`src/rtl/lutram_wr_arbiter_pkg.sv`:
```
// Shared types for the lutram write-port arbiter: FSM state and requester index.
// Optional post-reset clear is enabled with LUTRAM_WR_ARBITER_INIT_EN.
package lutram_wr_arbiter_pkg;

    typedef enum logic {
        INIT = 1'b0,
        ARB  = 1'b1
    } state_t;

    typedef logic req_idx_t;

    localparam req_idx_t REQ0 = 1'b0;
    localparam req_idx_t REQ1 = 1'b1;

    // After a grant, priority passes to the requester that was not served.
    function automatic req_idx_t other_req(input req_idx_t idx);
        return ~idx;
    endfunction

endpackage

```
`src/rtl/lutram_rr_pick.sv`:
```
// Two-way round-robin grant logic with its priority pointer register.
// Grants are combinational; the pointer advances only when a grant is issued.
module lutram_rr_pick
    import lutram_wr_arbiter_pkg::*;
(
    input  logic clk_i,
    input  logic rst_ni,
    input  logic en_i,
    input  logic valid0_i,
    input  logic valid1_i,
    output logic grant0_o,
    output logic grant1_o
);

    req_idx_t ptr_q;

    // A lone requester always wins; on contention the pointer owner wins.
    always_comb begin
        grant0_o = 1'b0;
        grant1_o = 1'b0;
        if (en_i) begin
            grant0_o = valid0_i && (!valid1_i || (ptr_q == REQ0));
            grant1_o = valid1_i && (!valid0_i || (ptr_q == REQ1));
        end
    end

    always_ff @(posedge clk_i) begin
        if (!rst_ni) begin
            ptr_q <= REQ0;
        end else if (grant0_o) begin
            ptr_q <= other_req(REQ0);
        end else if (grant1_o) begin
            ptr_q <= other_req(REQ1);
        end
    end

endmodule

```
`src/rtl/lutram_wr_arbiter.sv`:
```
// Round-robin sharing of the lutram write port between two valid/ready requesters,
// with an optional clear of every location after reset (LUTRAM_WR_ARBITER_INIT_EN).
module lutram_wr_arbiter
    import lutram_wr_arbiter_pkg::*;
#(
    parameter int RAM_WIDTH     = 16,
    parameter int RAM_ADDR_BITS = 3
) (
    input  logic                     clk_i,
    input  logic                     rst_ni,
    input  logic                     req0_valid_i,
    input  logic [RAM_ADDR_BITS-1:0] req0_addr_i,
    input  logic [RAM_WIDTH-1:0]     req0_data_i,
    output logic                     req0_ready_o,
    input  logic                     req1_valid_i,
    input  logic [RAM_ADDR_BITS-1:0] req1_addr_i,
    input  logic [RAM_WIDTH-1:0]     req1_data_i,
    output logic                     req1_ready_o,
    output logic                     ram_we_o,
    output logic [RAM_ADDR_BITS-1:0] ram_waddr_o,
    output logic [RAM_WIDTH-1:0]     ram_wdata_o,
    output logic                     init_done_o,
    output state_t                   dbg_state_o
);

    localparam int RAM_DEPTH = 2 ** RAM_ADDR_BITS;
    localparam logic [RAM_ADDR_BITS-1:0] LAST_ADDR = RAM_ADDR_BITS'(RAM_DEPTH - 1);

`ifdef LUTRAM_WR_ARBITER_INIT_EN
    localparam state_t RESET_STATE = INIT;
`else
    localparam state_t RESET_STATE = ARB;
`endif

    state_t                   state_q;
    logic [RAM_ADDR_BITS-1:0] init_cnt_q;
    logic                     grant0;
    logic                     grant1;

    // Handshake: a write transfers when valid and ready are both high at a posedge.
    // Requesters hold valid/addr/data until ready, and valid never waits on ready.
    // Ready only opens once init_done_o is high, so no grant overlaps the clear.
    lutram_rr_pick u_pick (
        .clk_i    (clk_i),
        .rst_ni   (rst_ni),
        .en_i     (init_done_o),
        .valid0_i (req0_valid_i),
        .valid1_i (req1_valid_i),
        .grant0_o (grant0),
        .grant1_o (grant1)
    );

    assign req0_ready_o = grant0;
    assign req1_ready_o = grant1;
    assign dbg_state_o  = state_q;

    always_ff @(posedge clk_i) begin
        if (!rst_ni) begin
            state_q     <= RESET_STATE;
            init_cnt_q  <= '0;
            ram_we_o    <= 1'b0;
            ram_waddr_o <= '0;
            ram_wdata_o <= '0;
            init_done_o <= 1'b0;
        end else begin
            init_done_o <= (state_q == ARB);
            case (state_q)
                INIT: begin
                    ram_we_o    <= 1'b1;
                    ram_waddr_o <= init_cnt_q;
                    ram_wdata_o <= '0;
                    init_cnt_q  <= init_cnt_q + 1'b1;
                    if (init_cnt_q == LAST_ADDR) begin
                        state_q <= ARB;
                    end
                end
                ARB: begin
                    // Address and data hold their last value on idle cycles.
                    if (grant0) begin
                        ram_we_o    <= 1'b1;
                        ram_waddr_o <= req0_addr_i;
                        ram_wdata_o <= req0_data_i;
                    end else if (grant1) begin
                        ram_we_o    <= 1'b1;
                        ram_waddr_o <= req1_addr_i;
                        ram_wdata_o <= req1_data_i;
                    end else begin
                        ram_we_o <= 1'b0;
                    end
                end
            endcase
        end
    end

endmodule
```
`config.mk`:
```
export PLATFORM = sky130hd
export DESIGN_NAME = lutram_wr_arbiter
export DESIGN_NICKNAME = d
export VERILOG_FILES = /design/src/rtl/lutram_wr_arbiter_pkg.sv /design/src/rtl/lutram_rr_pick.sv /design/src/rtl/lutram_wr_arbiter.sv
export SDC_FILE = /design/constraint.sdc
export NUM_CORES = 1
export LEC_CHECK = 0
export BUFFER_PORTS_ARGS = -buffer_cell sky130_fd_sc_hd__buf_4
export CAP_MARGIN = 10
export CORE_ASPECT_RATIO = 2
export CORE_MARGIN = 2
export CORE_UTILIZATION = 36
export CTS_CLUSTER_DIAMETER = 30
export DETAILED_ROUTE_END_ITERATION = 8
export PLACE_DENSITY = 0.75
export SLEW_MARGIN = 20
export SYNTH_ARGS = -nofsm -noshare
export SYNTH_HDL_FRONTEND = slang
export SYNTH_SLANG_ARGS = --single-unit
```
`constraint.sdc`:
```
create_clock -name clk_i -period 1.9 [get_ports clk_i]
set_input_delay 0.475 -clock clk_i [delete_from_list [all_inputs] [get_ports clk_i]]
set_output_delay 0.475 -clock clk_i [all_outputs]
set_load 0.02 [all_outputs]
```
; ---- After elaboration in Yosys (flattened, before gate mapping)
; Cells that the tools add are included.
[word_totals]
register_bits = 26
elab_cells = 35
[op_classes]
add_sub_neg = 1
eq_ne = 2
muxes = 14
bitwise = 3
reduce_logical = 8
[ops]
columns = op, n
row1 = 16-bit two-way mux, 2
row2 = 16-bit case mux with 2 select lines, 1
row3 = 1-bit two-way mux, 7
row4 = 3-bit two-way mux, 2
row5 = 3-bit case mux with 2 select lines, 1
row6 = 3-bit by 1-bit adder with 3-bit output (second input constant), 1
row7 = 3-bit equality test (second input constant), 1
row8 = 3-bit != test (second input constant), 1
row9 = 1-bit NOT, 3
row10 = 1-bit logical AND, 2
row11 = 1-bit logical NOT, 2
row12 = 1-bit logical OR, 2
row13 = 1-bit case mux with 2 select lines, 1
row14 = 2-bit nonzero test, 1
row15 = 2-bit OR reduction, 1

; ---- Depth between registers and ports, before layout
; Gate-level depths: netlist (run 1).
[depth]
ltp_word = 7
mapped_depth = 6

; ---- By module
; A second synthesis (run 1) with hierarchy kept.
[hier_totals]
hier_cells = 118
area_unflattened_um2 = 1218.7
[modules_own_cells]
columns = module, n_inst, cells_per_inst, area_each_um2, seq_area_each_um2
row1 = lutram_wr_arbiter, 1, 109, 1159.9, 500.5
row2 = lutram_rr_pick, 1, 9, 58.8, 20.0

; ---- Least setup slack after synthesis (run 1)
; OpenSTA, ideal clock, no wires.
[synth_timing]
path_type = register -> output
start = reg init_done_o
end = out req0_ready_o
arrival_ps = 1060
slack_ps = 365
stages_incl_launch_ff = 5
path_cell_list = dfxtp_1 > nand3_1 > buf_6 > buf_12 > inv_2
[synth_between]
elab_chain_cells = 1
[synth_rtl]
columns = item, line
row1 = "start, declared", lutram_wr_arbiter.sv:22  ; output logic init_done_o,
row2 = "start signal, assigned", lutram_wr_arbiter.sv:66  ; init_done_o <= (state_q == ARB);
row3 = 1-bit two-way mux, lutram_rr_pick.sv:21  ; if (en_i) begin
row4 = "end, declared", lutram_wr_arbiter.sv:14  ; output logic req0_ready_o,
; No other way between the ends.

; ---- Worst setup path in the final report (run 1)
[layout_timing]
start = reg u_pick.ptr_q
end = out req1_ready_o
[layout_between]
elab_chain_cells = 3
[layout_rtl]
columns = item, line
row1 = "start, declared", lutram_rr_pick.sv:15  ; req_idx_t ptr_q;
row2 = "start signal, assigned", lutram_rr_pick.sv:31  ; ptr_q <= other_req(REQ0);
row3 = "start signal, assigned", lutram_rr_pick.sv:33  ; ptr_q <= other_req(REQ1);
row4 = 1-bit logical OR, lutram_rr_pick.sv:23  ; grant1_o = valid1_i && (!valid0_i || (ptr_q == REQ1));
row5 = 1-bit logical AND, lutram_rr_pick.sv:23
row6 = 1-bit two-way mux, lutram_rr_pick.sv:21
row7 = "end, declared", lutram_wr_arbiter.sv:18  ; output logic req1_ready_o,
; No other way between the ends.

==> impl_metrics.json, run 1 <==
{
  "outcome": "completed",
  "path_depth": 3,
  "r2r_start": "u_pick.ptr_q",
  "crit_buf_inv": 1,
  "via_count": 1087,
  "swShare_pct": 23.4,
  "die_x_um": 43.9,
  "grt_pass1_vias": 1155,
  "syn-instance-count": 118,
  "multi_input_area_um2": 558,
  "p_clk_share_pct": 33.7,
  "yosysMostFrequentCell": "dfxtp_1",
  "layout-drive-gt1-share_pct": 43.5,
  "gp_congestion": 0.710,
  "viasPerCell": 5.06,
  "syn_to_final_growth_pct": 48.6,
  "drtPass1Iterations": 4,
  "cp_top_family": "simple AND/OR/NAND/NOR gates",
  "end_kind": "output port",
  "slowest_stage": "dfxtp_1",
  "hpwl_um": 2450,
  "post-route-period-util_pct": 86.8,
  "fp.dieArea_mm2": 0.00369,
  "drc_errors": 0,
  "p_comb_share_pct": 20.6,
  "worst-slew-pin-transition_ns": 0.336,
  "cts_tree": "done",
  "switching_power_mw": 0.306,
  "ys_types": 31,
  "synth_top_family_by_area": "compound AO/OA/AOI/OAI gates",
  "cts.repair.resized": 0,
  "cts_buffers": 3,
  "synth-seq-cells": 26,
  "synth_compound_area_share_pct": 18.3,
  "drt-initial-drc-count": 14,
  "register_area_um2": 520,
  "power-per-cell-area_mw_per_mm2": 764,
  "synth_seq_area_share_pct": 45.3,
  "crit_type": "flop to output port",
  "syn_nets": 162,
  "fmax_ghz": 0.607,
  "clockRootBuffer": "clkbuf_8",
  "rsz0062_at_grt": "no",
  "path_max_fanout": 5,
  "avgSynthCellArea_um2": 9.73,
  "die_y_um": 83.9,
  "fillCellCount": 300,
  "postCtsHoldBufs": 0,
  "totalWireLength_um": 2960,
  "crit_path_end": "req1_ready_o",
  "antenna_cells": 0,
  "finalSetupTns_ns": 0,
  "ys.flop_type": "dfxtp_1",
  "fin_nets": 229,
  "yosys-top-cells-area": "dfxtp_1 (45%), mux2i_1 (16%), o21ai_1 (6.5%)",
  "syn-cell-area_mm2": 0.00115,
  "max_stage_delay_ns": 0.36,
  "seq_power_share_pct": 45.7,
  "synth_xor_area_share_pct": 0.763,
  "clkSlewWorstSetupHoldPaths_ns": 0.08,
  "ioPinCount": 66,
  "synth_common_cells": "dfxtp_1 (26), mux2i_1 (18), nand2_1 (18)",
  "num_rows": 29,
  "fin_crit_ns": 1.65,
  "setup_violations": 0,
  "final_core_util_pct": 54.7,
  "p_leak_nw": 0.879,
  "ff2ff_path_depth": 5,
  "crit_arrival_ns": 1.17,
  "slew_headroom_pct": 77.6,
  "yosysTopAreaCellShare_pct": 45.3,
  "maxCapViolCount": 0,
  "worst_ep_required_time_ns": 1.42,
  "synth_edf_count": 0,
  "yosysTopAreaCell": "dfxtp_1",
  "insertion_delay_ns": 0.26,
  "finClkSkew_ns": 0.00457,
  "grt_pass1_wl_um": 4780,
  "start_util_pct": 36.8,
  "async_flop_share_pct": 0,
  "muxShareOfSynthArea_pct": 15.7,
  "vdd_drop_max_mv": 0.576,
  "ys.warnings.count": 0,
  "rr_endpoint": "ram_wdata_o[3]",
  "coreArea_mm2": 0.00312,
  "clk_path_buf_depth": 2,
  "r2r_setup_slack_ns": 0.55,
  "grt_max_degree": 17,
  "cts_setup_buffers": 0,
  "critical_path.cell_chain": "nor2b_1 > nor2_1 > buf_4",
  "synthAdderAreaFrac_pct": 2.18,
  "overflow": 0,
  "grt_use_total_pct": 16.7,
  "synth_simple_gate_area_share_pct": 11.7,
  "startpoint": "u_pick.ptr_q",
  "startpoint_type": "flop",
  "avgRoutedWirePerCell_um": 13.8,
  "drtAntennaViolNets": 0,
  "finalHoldViolations": 0,
  "antenna_found_initial": 0,
  "p_int_mw": 0.998,
  "hold_class": "flop to flop",
  "cts_sinks": 26,
  "slew_violations": 0,
  "numPortBuffers": 65,
  "cts.htree.levels": 1
}
-- state kept, by name, indices dropped and copies added, names as in the netlist --
name          cells
ram_wdata_o      16
init_cnt_q        3
ram_waddr_o       3
dbg_state_o       1
init_done_o       1
ram_we_o          1
u_pick.ptr_q      1
-- tightest hold or removal path: stages, from the launching register on --
cell,delay [ns]
dfxtp_1,0.32
nand2_1,0.05
o21ai_1,0.05
-- area by class of cell --
type	count	area share, %
flip-flops and latches	26	30.5
well taps	31	2.27
multi-input cells	83	32.7
clock buffers	3	2.42
inverters	4	0.880
repair buffers	67	29.5
clock inverters	1	1.76
-- power by group through the flow --
stage | registers, mW | logic [mW] | clock network, mW
2_1_floorplan | 0.645 | 0.102 | 0
3_3_place_gp | 0.608 | 0.264 | 0
3_5_place_dp | 0.609 | 0.272 | 0
4_1_cts | 0.596 | 0.272 | 0.452
5_1_grt | 0.601 | 0.289 | 0.475
6_report | 0.597 | 0.268 | 0.439
-- placed cells by master (no fill, tap or decap), types with 2 or more instances in the layout --
| cell | count |
|---|---|
| a21oi_1 | 4 |
| o32ai_1 | 2 |
| o21ai_0 | 3 |
| mux2i_1 | 18 |
| inv_2 | 3 |
| o21ai_1 | 15 |
| nor2_1 | 4 |
| dfxtp_1 | 26 |
| clkbuf_8 | 3 |
| a31o_1 | 2 |
| ha_1 | 2 |
| nand2_1 | 18 |
| buf_4 | 67 |
-- routing by layer --
layer	share of wire [%]	GRT usage, %	vias to the layer above
li1	-	-	546
met1	34	15.5	481
met2	56	31.8	54
met3	8.2	3.68	6
met4	2.3	7.44	0
met5	0	0	-
-- logic make-up (layout without fill, tap and decap cells) --
kind of cell    count (synthesis)  after routing
compound gates                 33             33
simple gates                   29             29
flops                          26             26
mux                            18             18
buf+inv                         9             75
fa+ha+maj                       2              2
xor+xnor                        1              1
-- worst min path at each step --
stage | depth (start not counted) | slack (ns) | to | startpoint
finish | 2 | 0.45 | ram_wdata_o[10] | ram_wdata_o[10]
global route | 2 | 0.46 | u_pick.ptr_q | req1_valid_i
CTS | 2 | 0.44 | u_pick.ptr_q | req1_valid_i
detailed placement | 2 | 0.44 | ram_wdata_o[10] | ram_wdata_o[10]
global placement | 2 | 0.44 | ram_wdata_o[10] | ram_wdata_o[10]
floorplan | 1 | 0.48 | ram_waddr_o[2] | init_cnt_q[2]
-- metrics by stage --
stage	instance area, um^2	std cells	hold slack [ns]	power, mW	setup WS [ns]
floorplan	1150	118	0.478	0.747	0.365
global placement	1640	211	0.438	0.871	0.396
detailed placement	1640	211	0.442	0.881	0.304
CTS	1710	215	0.444	1.32	0.264
global route	1710	215	0.457	1.36	0.193
finish	1710	215	0.449	1.30	0.252
Power figures use the tool's default switching activity.
==> inputs of run 2 (changes only) <==
--- a/config.mk
+++ b/config.mk
@@ -13,2 +13,3 @@
 export CTS_CLUSTER_DIAMETER = 30
+export CTS_CLUSTER_SIZE = 40
 export DETAILED_ROUTE_END_ITERATION = 8
==> constraint.sdc (replaced) <==
create_clock -name clk_i -period 2 [get_ports clk_i]
set_input_delay 0.4 -clock clk_i [delete_from_list [all_inputs] [get_ports clk_i]]
set_output_delay 0.4 -clock clk_i [all_outputs]
set_load 0.02 [all_outputs]
==> impl_metrics.json, run 2 (same netlist as run 1, synthesis figures left out) <==
{
  "outcome": "completed",
  "cts_tree": "done",
  "swShare_pct": 24.1,
  "maxCapViolCount": 0,
  "clk_path_buf_depth": 2,
  "fmax_ghz": 0.641,
  "wl_met1_um": 1080,
  "insertion_delay_ns": 0.27,
  "gp_congestion": 0.734,
  "fp.dieArea_mm2": 0.00369,
  "switching_power_mw": 0.300,
  "clkSlewWorstSetupHoldPaths_ns": 0.09,
  "drtPass1Iterations": 4,
  "fin_nets": 228,
  "crit_arrival_ns": 1.16,
  "coreArea_mm2": 0.00312,
  "slew_headroom_pct": 62.9,
  "rsz0062_at_grt": "no",
  "p_comb_share_pct": 20.2,
  "final_common_cell": "buf_4",
  "fillCellCount": 282,
  "holdWs_ns": 0.385,
  "p_int_mw": 0.947,
  "syn_to_final_growth_pct": 47.9,
  "wl_met3_um": 253,
  "start_util_pct": 36.8,
  "final_cells": 214,
  "placedCellCount": 210,
  "startpoint_type": "flop",
  "total_power_mw": 1.25,
  "final_core_util_pct": 54.5,
  "pre_cts_ws_ns": 0.454,
  "final_area_mm2": 0.00170,
  "power-per-cell-area_mw_per_mm2": 734,
  "ioPinCount": 66,
  "worst_ep_required_time_ns": 1.60,
  "antenna_found_initial": 0,
  "placed_cell_area_mm2": 0.00163,
  "crit_type": "flop to output port",
  "largestRegisters": "ram_wdata_o (16), init_cnt_q (3), ram_waddr_o (3)",
  "finalHoldViolations": 0,
  "numPortBuffers": 65,
  "drc_errors": 0,
  "grt_use_total_pct": 17.2,
  "finalSetupTns_ns": 0,
  "antenna_cells": 0,
  "seq_power_share_pct": 45.5,
  "highest_layer": "met4",
  "layout-drive-gt1-share_pct": 43.2,
  "avgRoutedWirePerCell_um": 14.0,
  "cts_sinks": 26,
  "num_rows": 29,
  "via_count": 1125,
  "end_kind": "output port",
  "mostFrequentLayoutCells": "buf_4 (66), dfxtp_1 (26), nand2_1 (18), mux2i_1 (18), o21ai_1 (15)",
  "grt_pass1_wl_um": 4830,
  "totalWireLength_um": 3000,
  "cts.htree.levels": 1,
  "finClkSkew_ns": 0.00750,
  "largest_register_ff_count": 16,
  "regMostFlops": "ram_wdata_o",
  "routed-wl-met2_um": 1610,
  "clockRootBuffer": "clkbuf_8",
  "slew_violations": 0,
  "grt_max_degree": 17,
  "critical_path.cell_chain": "nand3_1 > inv_2 > buf_4",
  "fin_crit_ns": 1.56,
  "slowest_stage": "dfxtp_1",
  "overflow": 0,
  "p_clk_share_pct": 34.3,
  "register_area_um2": 520,
  "p_leak_nw": 0.874,
  "cts.repair.resized": 0,
  "drt-initial-drc-count": 21,
  "die_x_um": 43.9,
  "post-route-period-util_pct": 78.0,
  "hpwl_um": 2460,
  "drtAntennaViolNets": 0,
  "worst-slew-pin-transition_ns": 0.554,
  "postCtsHoldBufs": 0,
  "cts_buffers": 3,
  "die_y_um": 83.9,
  "path_max_fanout": 8,
  "vdd_drop_max_mv": 0.489,
  "multi_input_area_um2": 558,
  "max_stage_delay_ns": 0.47,
  "r2r_setup_slack_ns": 0.48,
  "grt_pass1_vias": 1123,
  "fin_ws_ns": 0.440,
  "hold_class": "input pin to flop",
  "setup_violations": 0,
  "viasPerCell": 5.26,
  "cts_setup_buffers": 0
}
==> run 2: changes by cell type in the layout (fill, tap and decap cells not counted) <==
cell / previous run / this run
buf_4: 67 / 66
==> run 2: final cells by class <==
type,instances,area share [%]
clock buffer,3,2.43
clock inverter,1,1.77
inverter,4,0.884
multi-input combinational,83,32.8
sequential,26,30.6
tap,31,2.28
timing repair buffer,66,29.2
==> run 2: final timing paths <==
kind	startpoint	end	cells past startpoint
worst max-delay path	init_done_o	req0_ready_o	3
worst min-delay path	req0_data_i[11]	ram_wdata_o[11]	3
worst max register to register	dbg_state_o	ram_wdata_o[9]	4
worst min register to register	ram_wdata_o[3]	ram_wdata_o[3]	2
==> run 2: critical path, delay by kind of cell (launching register included) <==
kind	cells	cell delay, ns
simple gates	1	0.19
buf+inv	2	0.24
flops	1	0.47
==> run 2: power by group through the flow <==
stage          combinational (mW)  sequential, mW  clock, mW
6_report                    0.252           0.568      0.428
5_1_grt                     0.271           0.572      0.475
4_1_cts                     0.255           0.568      0.444
3_5_place_dp                0.254           0.580          0
3_3_place_gp                0.248           0.579          0
2_1_floorplan              0.0966           0.613          0
==> run 2: per-layer routing <==
layer	GRT usage, %	up-vias
met3	3.68	6
met1	18.3	514
met2	30.1	62
li1	-	543
met5	0	-
met4	8.26	0
